==> config.mk <==
export PLATFORM = sky130hd
export DESIGN_NAME = mac_2bit_acc
export DESIGN_NICKNAME = d
export VERILOG_FILES = /design/src/rtl/mac_2bit_acc.sv
export SDC_FILE = /design/constraint.sdc
export NUM_CORES = 1
export LEC_CHECK = 0
export CAP_MARGIN = 10
export CORE_ASPECT_RATIO = 0.6
export CORE_UTILIZATION = 45
export DETAILED_ROUTE_END_ITERATION = 16
export PLACE_DENSITY_LB_ADDON = 0.08
export SLEW_MARGIN = 0
export SYNTH_ARGS = -nofsm -noshare
export SYNTH_HDL_FRONTEND = slang
export SYNTH_SLANG_ARGS = --single-unit
==> constraint.sdc <==
create_clock -name clk -period 2 [get_ports clk]
set_input_delay 0.3 -clock clk [delete_from_list [all_inputs] [get_ports clk]]
set_output_delay 0.3 -clock clk [all_outputs]
set_load 0.05 [all_outputs]
==> src/rtl/mac_2bit_acc.sv <==
// Burst multiply-accumulate over a 2x2-bit unsigned multiplier, with valid/ready in and out.
// Optional build macro MAC_SAT_EN: saturate the accumulator on carry-out instead of wrapping.
module multiply_2bit (
  input  logic [1:0] a_i,
  input  logic [1:0] b_i,
  output logic [3:0] p_o
);
  assign p_o = {2'b00, a_i} * {2'b00, b_i};
endmodule

module mac_2bit_acc #(
  parameter int ACC_W = 8
) (
  input  logic             clk,
  input  logic             rst,
  input  logic             start,
  input  logic [3:0]       len,
  input  logic             in_valid,
  output logic             in_ready,
  input  logic [1:0]       op1,
  input  logic [1:0]       op2,
  output logic             out_valid,
  input  logic             out_ready,
  output logic [ACC_W-1:0] acc_out,
  output logic             busy,
  output logic             overflow
);
  typedef enum logic [1:0] {IDLE, ACC, DONE} state_e;

  state_e           state_q;
  logic [4:0]       cnt_q;
  logic [ACC_W-1:0] acc_q;
  logic             ovf_q;
  logic             in_ready_q;
  logic             out_valid_q;
  logic             busy_q;

  logic [3:0]       prod;
  logic [ACC_W:0]   sum_d;
  logic [ACC_W-1:0] acc_d;

  multiply_2bit u_mul (
    .a_i (op1),
    .b_i (op2),
    .p_o (prod)
  );

  assign sum_d = {1'b0, acc_q} + {{(ACC_W-3){1'b0}}, prod};

  // Once saturated, every later add carries out again, so the acc stays pinned.
`ifdef MAC_SAT_EN
  assign acc_d = sum_d[ACC_W] ? {ACC_W{1'b1}} : sum_d[ACC_W-1:0];
`else
  assign acc_d = sum_d[ACC_W-1:0];
`endif

  always_ff @(posedge clk or posedge rst) begin
    if (rst) begin
      state_q     <= IDLE;
      cnt_q       <= '0;
      acc_q       <= '0;
      ovf_q       <= 1'b0;
      in_ready_q  <= 1'b0;
      out_valid_q <= 1'b0;
      busy_q      <= 1'b0;
    end else begin
      case (state_q)
        IDLE: begin
          if (start) begin
            state_q    <= ACC;
            cnt_q      <= (len == 4'd0) ? 5'd16 : {1'b0, len};
            acc_q      <= '0;
            ovf_q      <= 1'b0;
            in_ready_q <= 1'b1;
            busy_q     <= 1'b1;
          end
        end
        ACC: begin
          if (in_valid) begin
            acc_q <= acc_d;
            cnt_q <= cnt_q - 5'd1;
            if (sum_d[ACC_W]) ovf_q <= 1'b1;
            if (cnt_q == 5'd1) begin
              state_q     <= DONE;
              in_ready_q  <= 1'b0;
              out_valid_q <= 1'b1;
            end
          end
        end
        DONE: begin
          if (out_ready) begin
            state_q     <= IDLE;
            out_valid_q <= 1'b0;
            busy_q      <= 1'b0;
          end
        end
        default: begin
          state_q     <= IDLE;
          in_ready_q  <= 1'b0;
          out_valid_q <= 1'b0;
          busy_q      <= 1'b0;
        end
      endcase
    end
  end

  assign in_ready  = in_ready_q;
  assign out_valid = out_valid_q;
  assign busy      = busy_q;
  assign acc_out   = acc_q;
  assign overflow  = ovf_q;
endmodule

==> results of run 1 <==
## cells in the mapped netlist (2+ instances only)
cell type,instances
a21o_1,3
a21oi_1,6
a22o_1,3
a31oi_1,2
and2_1,2
buf_2,3
dfrtp_1,19
fa_1,2
ha_1,7
inv_1,13
nand2_1,14
nand3_1,2
nand4_1,2
nor2_1,11
nor2b_1,2
o21ai_0,7
o22ai_1,3
or3_1,2
xnor2_1,4
## final cells by class
cell class | instances | area, um2
multi-input cells | 91 | 672
inverters | 13 | 48.8
repair buffers | 34 | 310
flip-flops and latches | 19 | 477
fillers | 237 | 928
clock buffers | 3 | 41.3
clock inverters | 1 | 5.00
well taps | 32 | 40.0
## power by group through the flow
stage / logic (W) / clock network [W] / registers [W]
finish: 0.00101 / 0.000267 / 0.000630
global route: 0.00112 / 0.000301 / 0.000645
CTS: 0.000991 / 0.000275 / 0.000629
detailed placement: 0.000982 / 0 / 0.000635
global placement: 0.000970 / 0 / 0.000627
floorplan: 0.000535 / 0 / 0.000779
## timing repair
item                       in CTS  in global routing
setup endpoints to repair       5                  4
hold endpoints to repair        0                  0
cloned                          0                  0
pin swaps                      11                  7
resized for setup               5                  2
buffers inserted                0                  1
## metrics by stage
| step | cell area, um2 | cells | TNS [ps] | setup WS [ps] |
|---|---|---|---|---|
| after floorplan | 1210 | 128 | -522 | -216 |
| after global placement | 1530 | 188 | -2920 | -562 |
| after detailed placement | 1530 | 188 | -3260 | -632 |
| after CTS | 1580 | 192 | -347 | -133 |
| after global routing | 1590 | 193 | -375 | -146 |
| final | 1590 | 193 | -95.6 | -57.1 |
## routing by layer
metal  share of wire  vias to the layer above
li1                -                      512
met1            0.54                      495
met2            0.40                       32
met3           0.063                        2
met4          0.0043                        0
met5               0                        -
## cell families (layout without fill, tap and decap cells)
| logic type | after synthesis | after routing | share of synthesized area |
|---|---|---|---|
| adders and majority gates | 9 | 9 | 0.106 |
| xor gates and xnor gates | 4 | 4 | 0.0292 |
| AOI/OAI and AO/OA | 33 | 33 | 0.188 |
| and+or+nand+nor | 44 | 44 | 0.196 |
| muxes | 1 | 1 | 0.0188 |
| buffers and inverters | 18 | 51 | 0.0657 |
| DFF | 19 | 19 | 0.396 |
## state kept, by name, summed over array words and instances (netlist names)
name and cells:
busy 1, acc_out 8, cnt_q 5, overflow 1, state_q 2, in_ready 1
out_valid 1
## critical path: cells and delay by family, from the launching register on
kind	cells	cell delay (ps)
AO/OA/AOI/OAI	1	160
adder cells (fa/ha/maj)	3	1030
AND/OR/NAND/NOR	2	120
XOR/XNOR	1	170
buffers and inverters	2	90
flip-flops	1	370
## worst max path at each step
stage / slack, ps / startpoint / to
2_1_floorplan: -220 / acc_out[1]$_DFFE_PP0P_ / acc_out[5]$_DFFE_PP0P_
4_1_cts: -130 / acc_out[1]$_DFFE_PP0P_ / acc_out[5]$_DFFE_PP0P_
3_5_place_dp: -630 / op2[0] / acc_out[5]$_DFFE_PP0P_
5_1_grt: -150 / acc_out[1]$_DFFE_PP0P_ / acc_out[5]$_DFFE_PP0P_
6_report: -60 / acc_out[1]$_DFFE_PP0P_ / acc_out[5]$_DFFE_PP0P_
3_3_place_gp: -560 / op2[0] / acc_out[5]$_DFFE_PP0P_
==> impl_metrics.tcl, run 1 <==
set metrics [dict create \
    status "finished with violations" \
    violations "negative setup slack" \
    synth_warnings 0 \
    r2r_cells 9 \
    ys.flop_type "dfrtp_1" \
    dieArea_mm2 0.00288 \
    min_path_type "input port to asynchronous set/reset pin" \
    final_layout_size_suffix_gt1_frac 0.155 \
    portBuffers 24 \
    synth-seq-cells 19 \
    hold_slack_ps 366 \
    initial_core_util 0.476 \
    grt_use_total 0.227 \
    clkPwrFrac 0.140 \
    vias 1041 \
    cts_max_path_buffers 2 \
    final_net_count 184 \
    routed_wl_um 2820 \
    clk_pin_slew_ps 70 \
    gp_congestion 0.866 \
    busiest_layer "met1" \
    synth_edf_count 0 \
    path_common_cell "inv_2" \
    fmax_mhz 486 \
    die_width_um 68.7 \
    clock_sink_count 19 \
    crit_arrival_ps 2210 \
    r2r_end "acc_out[5]$_DFFE_PP0P_" \
    finalHoldViolCount 0 \
    syn_to_final_growth_pct 32.8 \
    synth_top_cell_by_area "dfrtp_1" \
    antenna_found_initial 0 \
    critPathMaxFanout 2 \
    p_leak_nw 0.716 \
    seq_area_frac_synth 0.396 \
    p_sw_frac 0.443 \
    cp-start-kind "register" \
    viasPerCell 5.39 \
    syn_inst 128 \
    ctsHtreeMaxLevel 1 \
    antennaDiodeCount 0 \
    route.detailed.drc 0 \
    synthTopCellsByArea "dfrtp_1, ha_1, nand2_1" \
    clock_latency_ps 250 \
    crit_chain "inv_2 > fa_1 > inv_2 > ha_4 > fa_2 > a21oi_4 > nor4b_2 > xnor2_1 > nor2_1" \
    path_class "register to register" \
    period_needed_ps 2060 \
    drt_pass1_iterations 4 \
    final_common_cell "clkdlybuf4s50_1" \
    clockRootBuffer "clkbuf_8" \
    avgSynthCellArea_um2 9.37 \
    finalClockSkew_ps 2.01 \
    required_ps 2150 \
    met1_usage 0.359 \
    grtUsageMet2 0.302 \
    yosys.area.top_type_share 0.396 \
    final_cell_mix "clkdlybuf4s50_1, dfrtp_1, nand2_1, inv_1, nor2_1" \
    rsz0062_at_grt "true" \
    grt_pass1_vias 971 \
    utilization 0.632 \
    intPower_w 0.00106 \
    crit_slowest_cell "fa_1" \
    slew_viol_final 0 \
    max_stage_delay_ps 490 \
    cts_tree "yes" \
    worstMarginPinSlew_ps 503 \
    cts_hold_buf 0 \
    crit_path_end_kind "register" \
    rows 14 \
    final-setup-viol-count 3 \
    power.total_w 0.00191 \
    die_h_um 42 \
    numCtsBuffers 3 \
    core_area_mm2 0.00252 \
    syn_nets 150 \
    synthDistinctLibCells 40 \
    netlist_area_mm2 0.00120 \
    timing.slew.headroom 0.664 \
    io_pins 25 \
    grt_pass1_wl_um 4700 \
    dp_hpwl_um 2140 \
    p_seq_frac 0.330 \
    setup_ws_ps -57.1 \
    grt_start_max_net_pins 20 \
    overflow 0 \
    reg2reg_slack_ps -60 \
    power_density_mw_per_mm2 1200 \
    maxCapViolCount 0 \
    synthArstFlopShare 1.00 \
    p_sw_w 0.000845 \
    post_drt_wl_per_cell_um 14.6 \
    pwr-share-comb 0.530 \
    drt_iter0_markers 98 \
    ant_nets 0 \
    grtUsageMet3 0.0707 \
    fin_crit_sh 1.03 \
    reg2reg_from "acc_out[1]$_DFFE_PP0P_" \
    ir_drop_mv 0.939 \
]
No activity file was read; power rests on OpenSTA's default activity.
==> run 2: changes to the inputs <==
--- a/config.mk
+++ b/config.mk
@@ -8,6 +8,7 @@
 export CAP_MARGIN = 10
 export CORE_ASPECT_RATIO = 0.6
 export CORE_UTILIZATION = 45
+export CTS_CLUSTER_SIZE = 12
 export DETAILED_ROUTE_END_ITERATION = 16
 export PLACE_DENSITY_LB_ADDON = 0.08
 export SLEW_MARGIN = 0
==> results of run 2 <==
Same layout as run 1: the final DEF is identical, and so are final timing and power.
